==> src/rtl/xnor_operand_serializer_pkg.sv <==
// Shared definitions for the bit-serial operand link feeding the wide XNOR stage.
// Holds the default operand width, FSM state encodings and the counter-width helper.
package xnor_operand_serializer_pkg;

    localparam int unsigned DefaultWide = 3 * 3 * 8;

    typedef enum logic [1:0] {
        StIdle  = 2'd0,
        StShift = 2'd1,
        StDone  = 2'd2
    } state_e;

    function automatic int unsigned cnt_width(input int unsigned w);
        return (w <= 1) ? 1 : $clog2(w);
    endfunction

endpackage

==> src/rtl/xnor_operand_serializer.sv <==
// Serialises one activation/weight operand pair MSB first onto a/w, one bit per
// enabled cycle, then pulses frame_done once the consumer holds the full pair.
module xnor_operand_serializer
    import xnor_operand_serializer_pkg::*;
#(
    parameter int unsigned wide = DefaultWide
) (
    input  logic            clk,
    input  logic            reset,
    input  logic            in_valid,
    output logic            in_ready,
    input  logic [wide-1:0] a_vec,
    input  logic [wide-1:0] w_vec,
    input  logic            shift_en,
    output logic            a,
    output logic            w,
    output logic            bit_valid,
    output logic            last,
    output logic            frame_done
);

    localparam int unsigned CNT_W = cnt_width(wide);
    localparam logic [CNT_W-1:0] LastCnt = CNT_W'(wide - 1);

    state_e            state_q, state_d;
    logic [wide-1:0]   a_sh_q, a_sh_d;
    logic [wide-1:0]   w_sh_q, w_sh_d;
    logic [CNT_W-1:0]  cnt_q, cnt_d;
    logic              at_last;

    assign at_last = (cnt_q == LastCnt);

    always_comb begin
        state_d    = state_q;
        a_sh_d     = a_sh_q;
        w_sh_d     = w_sh_q;
        cnt_d      = cnt_q;
        in_ready   = 1'b0;
        a          = 1'b0;
        w          = 1'b0;
        bit_valid  = 1'b0;
        last       = 1'b0;
        frame_done = 1'b0;

        unique case (state_q)
            StIdle: begin
                in_ready = 1'b1;
                if (in_valid) begin
                    a_sh_d  = a_vec;
                    w_sh_d  = w_vec;
                    cnt_d   = '0;
                    state_d = StShift;
                end
            end
            StShift: begin
                a         = a_sh_q[wide-1];
                w         = w_sh_q[wide-1];
                bit_valid = shift_en;
                last      = shift_en && at_last;
                if (shift_en) begin
                    a_sh_d = a_sh_q << 1;
                    w_sh_d = w_sh_q << 1;
                    // Counter is parked at zero on the final transfer so it never exceeds wide-1.
                    if (at_last) begin
                        cnt_d   = '0;
                        state_d = StDone;
                    end else begin
                        cnt_d = cnt_q + CNT_W'(1);
                    end
                end
            end
            StDone: begin
                frame_done = 1'b1;
                state_d    = StIdle;
            end
            default: begin
                state_d = StIdle;
            end
        endcase
    end

    always_ff @(posedge clk or posedge reset) begin
        if (reset) begin
            state_q <= StIdle;
            a_sh_q  <= '0;
            w_sh_q  <= '0;
            cnt_q   <= '0;
        end else begin
            state_q <= state_d;
            a_sh_q  <= a_sh_d;
            w_sh_q  <= w_sh_d;
            cnt_q   <= cnt_d;
        end
    end

endmodule

==> config.mk <==
export PLATFORM = sky130hd
export DESIGN_NAME = xnor_operand_serializer
export DESIGN_NICKNAME = d
export VERILOG_FILES = /design/src/rtl/xnor_operand_serializer_pkg.sv /design/src/rtl/xnor_operand_serializer.sv
export SDC_FILE = /design/constraint.sdc
export NUM_CORES = 1
export LEC_CHECK = 0
export CAP_MARGIN = 40
export CORE_UTILIZATION = 52
export CTS_BUF_LIST = sky130_fd_sc_hd__clkbuf_2 sky130_fd_sc_hd__clkbuf_4 sky130_fd_sc_hd__clkbuf_8
export CTS_CLUSTER_SIZE = 24
export DETAILED_ROUTE_END_ITERATION = 10
export GPL_TIMING_DRIVEN = 0
export PLACE_DENSITY = 0.82
export SYNTH_ARGS = -nofsm -noshare
export SYNTH_HDL_FRONTEND = slang
export SYNTH_SLANG_ARGS = --single-unit
==> constraint.sdc <==
create_clock -name clk -period 7.1 [get_ports clk]
set_input_delay 1.775 -clock clk [delete_from_list [all_inputs] [get_ports clk]]
set_output_delay 1.775 -clock clk [all_outputs]
set_load 0.1 [all_outputs]
==> flow_metrics.py <==
metrics = {
    "floorplan": {
        "die_area_um2": 13800,
        "start_util_pct": 54.2,
        "coreArea_um2": 12800,
        "io_pins": 154,
        "die_w_um": 118,
        "die_h_um": 118,
        "fp-row-count": 41,
    },
    "logic_synthesis": {
        "ys_types": 30,
        "synthesis.area_um2": 6950,
        "synth_seq_cells": 153,
        "syn_area_per_cell_um2": 8.35,
        "ys_seq_area_share_pct": 55.1,
        "async_flop_share_pct": 100,
        "ys_top_cells_by_area": "dfrtp_1 (55%), nand2_1 (16%), a31oi_1 (13%)",
        "synth_fp_nets": 982,
        "yosys.area.top_type": "dfrtp_1",
        "ys_warn_count": 0,
        "synthFlopType": "dfrtp_1",
        "syn_inst": 833,
        "synth_top_area_share_pct": 55.1,
        "synth_edf_count": 0,
    },
    "setup_path": {
        "crit_path_start_kind": "input pin",
        "worst_setup_path_end_kind": "output port",
        "critPathRequiredTime_ns": 5.33,
        "reg2regPathDepth": 6,
        "rr_endpoint": "w_sh_q[37]",
        "crit_fanout": 5,
        "reg2reg_from": "state_q[0]",
        "path_class": "input pin to output port",
        "arrival_ns": 3.39,
        "r2r_setup_slack_ns": 5.24,
    },
    "timing": {
        "hold_violations": 0,
        "fin_crit_ns": 5.16,
        "setup_viol": 0,
        "slew_violations": 0,
        "fin_skew_ns": 0.00833,
        "slew_headroom_pct": 51.0,
        "worstMarginPinSlew_ns": 0.735,
        "period_share_pct": 72.7,
        "fmax_mhz": 194,
        "rsz0062_at_grt": "false",
        "holdWs_ns": 0.532,
    },
    "power_and_ir_drop": {
        "intPower_mw": 1.55,
        "power_frac_seq_pct": 52.7,
        "peakVddDrop_mv": 0.121,
        "p_switching_mw": 0.587,
        "power.static_leakage_nw": 4.04,
        "swShare_pct": 27.5,
        "p_comb_share_pct": 18.8,
        "power_density_nw_per_um2": 233,
        "pwr-share-clk_pct": 28.5,
    },
    "routing": {
        "wire_per_inst_um": 14.7,
        "wl_um": 17600,
        "drt_iter0_drc": 399,
        "via_count": 6382,
        "drc_errors": 0,
        "ant_nets": 0,
        "first_pass_iters": 5,
        "viasPerCell": 5.34,
    },
    "global_route": {
        "grt_overflow": 0,
        "grtUsageTotal_pct": 26.8,
        "antenna_found_initial": 0,
        "grt_pass1_vias": 6236,
        "grt_pass1_wl_um": 29400,
        "grt_max_degree": 80,
    },
    "min_path": {
        "hold_start": "cnt_q[1]",
        "hold_end": "cnt_q[1]",
        "hold_depth": 1,
        "min_path_type": "flip-flop to flip-flop",
    },
    "finish": {
        "drive_gt1_share_pct": 8.60,
        "design_area_um2": 9190,
        "syn2layout_area_growth_pct": 32.1,
        "num-nets-final": 1161,
        "diodes": 0,
    },
    "placement": {
        "dpl_cell_area_um2": 8820,
        "io_buffers": 153,
        "dpl.hpwl_um": 12200,
        "gp_congestion": 0.810,
    },
    "clocking": {
        "clock-sinks": 153,
        "postCtsSetupBuffers": 0,
        "htree_num_levels": 4,
        "insertion_delay_ns": 0.46,
        "cts_buffer_depth": 2,
        "cts_resized": 0,
        "cts_tree": "built",
        "hold_buffers": 0,
        "cts_inserted_buffers": 17,
        "cts_root_buffer": "clkbuf_8",
        "clkSlewWorstSetupHoldPaths_ns": 0.07,
    },
    "status": {
        "status": "finished clean",
    },
    "run": {
        "drv_cap": 0,
    },
}
state kept, by name (all words and copies together) (netlist names):
register and count:
a_sh_q 72, w_sh_q 72, cnt_q 7, state_q 2
power by group through the flow:
| stage | combinational [mW] | clock, mW | sequential (mW) |
|---|---|---|---|
| after floorplan | 0.253 | 0 | 1.11 |
| after global placement | 0.377 | 0 | 1.13 |
| after detailed placement | 0.403 | 0 | 1.14 |
| after CTS | 0.405 | 0.622 | 1.12 |
| after global routing | 0.454 | 0.654 | 1.14 |
| final | 0.402 | 0.609 | 1.12 |
Yosys cell counts (3+ instances only):
cell / number
o21ai_0: 3
nor2_1: 146
dfrtp_1: 153
and2_1: 3
nand2_1: 290
nand3_1: 5
clkbuf_1: 19
buf_4: 6
buf_2: 39
a32o_1: 3
a31oi_1: 142
layout make-up:
type	instances	area (um^2)
sequential	153	3830
fill	1060	3640
multi-input combinational	614	2800
timing repair buffer	160	1650
clock buffer	28	354
buffer	64	312
tap	172	215
inverter	2	12.5
clock inverter	2	10.0
worst max-delay path, cell delays in order:
cell and delay, ns:
clkdlybuf4s50_1 0.47, and3b_2 0.23, and3_1 0.19, clkdlybuf4s50_1 0.52
buf_8 0.20
worst max-delay path by stage:
stage	from	endpoint	slack [ns]
finish	shift_en	last	1.94
global route	shift_en	last	1.91
CTS	shift_en	last	1.94
detailed placement	shift_en	last	1.97
global placement	reset	a_sh_q[27]	-0.84
floorplan	reset	a_sh_q[0]	1.20
cells in the final DEF (no fill, tap or decap), drive strengths merged, types with 2 or more instances in the layout:
master,count
a21o,2
a31oi,142
a32o,3
and2,3
and3,2
buf,52
clkbuf,47
clkdlybuf4s50,153
clkinv,2
dfrtp,153
inv,2
nand2,290
nand2b,2
nand3,5
nor2,146
o21ai,3
o31ai,2
routing by layer:
metal	wire [um]	share of wire, %	GRT usage (%)
met4	409	2.3	12.4
met3	1070	6.1	4.99
met5	0	0	0
met1	7900	45	36.0
met2	8220	47	42.2
stage by stage:
stage	setup WS, ns	TNS (ns)	cells	util (%)	total power [mW]
floorplan	1.20	0	833	-	1.37
global placement	-0.843	-127.43	1158	67.8	1.51
detailed placement	1.97	0	1165	68.8	1.54
CTS	1.94	0	1195	71.6	2.15
global route	1.91	0	1195	71.6	2.25
finish	1.94	0	1195	71.6	2.14
kinds of logic (layout without fill, tap and decap cells):
logic type | count (synthesis) | in the layout | share of synthesized area, %
AND/OR/NAND/NOR | 454 | 454 | 25.3
AO/OA/AOI/OAI | 159 | 159 | 14.9
flip-flops | 153 | 153 | 55.1
buffers and inverters | 66 | 256 | 4.59
adder cells (fa/ha/maj) | 1 | 1 | 0.180
No activity file was read; power rests on OpenSTA's default activity.
==> patch, RTL diff (same flow settings) <==
Re-encode `state_e` (3 states) as one-hot, 3 bits wide.
--- a/src/rtl/xnor_operand_serializer_pkg.sv
+++ b/src/rtl/xnor_operand_serializer_pkg.sv
@@ -6,6 +6,6 @@
 
-    typedef enum logic [1:0] {
-        StIdle  = 2'd0,
-        StShift = 2'd1,
-        StDone  = 2'd2
+    typedef enum logic [2:0] {
+        StIdle  = 3'b001,
+        StShift = 3'b010,
+        StDone  = 3'b100
     } state_e;
Check against the original RTL: no difference found for any inputs over 4 cycles, from zero or initial values and one cycle with reset high; so few cycles prove little.
==> patch against the unedited design <==
Setup slack worse by 0.15 ns; via count is 12% lower; routed wire length shrank 6.5%; cell area up 4.7%; core utilization down 0.11 points; sequential cell count grew 1; synthesized area grew 4.5%.
Power is not compared: it rests on default switching activity, and its combinational part moved more than twofold at a synthesized area within 25%.
==> patch: results (changes against the unedited design) <==
status complete, no violations; CP Data Arrival Time 3.53 ns (+0.14 ns); Register-to-Register Setup Slack 5.28 ns (+0.04 ns); total track usage 24.3% (-2.5 points); max incr delay on CP 0.58 ns (+0.06 ns); layout cells sized above 1 10.4% (+1.8 points); WHS Path Cells 2 (+1); critical path fanouts, max 4 (-1); R2R cell count 5 (-1); hold path startpoint a_sh_q[1]$_DFFE_PP0P_; DR iter-0 viols 220 (-45%); Post-Synth Adder-Cell Area 0.172% (-0.0078 points); post-route insts no fill 1052 (-12%); compound-cell area share of the yosys netlist 11.6% (-3.3 points); GR Util met3 6.42% (+1.4 points); vias in the first global route 5882 (-5.7%); hold endpoint a_sh_q[1]$_DFFE_PP0P_; Post-Syn Nets 834 (-15%); first-pass GRT wire length 27.5 mm (-6.5%); RR Endpoint w_sh_q[71]$_DFFE_PP0P_; commonest cells in the netlist 153 x dfrtp_1, 149 x nand2_1, 144 x o21ai_1; Unique masters post-synth 32 (+6.7%); post-synthesis mux area share 19.6% (+20 points); DRT Pass-1 Iters 7 (+2); Detail Route met3 WL 1.14 mm (+6.2%); WL met2 7.89 mm (-4.1%); skew final 0.00787 ns (-0.000459 ns); Cell Count Post-Placement 1021 (-12%); met2 Resource Use GR 40.5% (-1.8 points); ranking of synthesized cells by area dfrtp_1 53%, mux2i_1 20%, o21ai_1 9.9%; Detail Placement HPWL 11.9 mm (-2.1%); startpoint of the worst register-to-register path state_q[0]$_DFFE_PP1P_; M1 wire length 7.14 mm (-9.6%); DR vias 5621 (-12%)
[patch: cell count changes in the layout (fill, tap and decap cells not counted), sizes merged, moves of 4 or more]
cell,delta
bufinv,+4
clkinvlp,+4
clkbuf,-6
mux2i,+142
o21ai,+144
a21oi,+4
a31oi,-141
buf,-16
nor2,-144
nand2,-141
[patch: report_power, final]
part           total [mW]  internal [mW]  switching, mW
clock               0.714          0.392          0.322
combinational        1.47          0.670          0.802
sequential           1.51           1.29          0.219
total                3.69           2.35           1.34
[patch: cell type report]
class                   instances  area [um^2]
clock buffers                  19          255
inverters                       3         16.3
repair buffers                160         1700
fillers                      1001         3830
clock inverters                12          174
multi-input cells             477         3030
flip-flops and latches        154         3850
plain buffers                  51          373
well taps                     176          220
[patch: stage by stage]
step	util, %	worst slack (ns)
after detailed placement	68.3	1.81
final	71.5	1.79
after global placement	67.0	-0.657
after global routing	71.5	1.75
after floorplan	-	1.18
after CTS	71.5	1.80
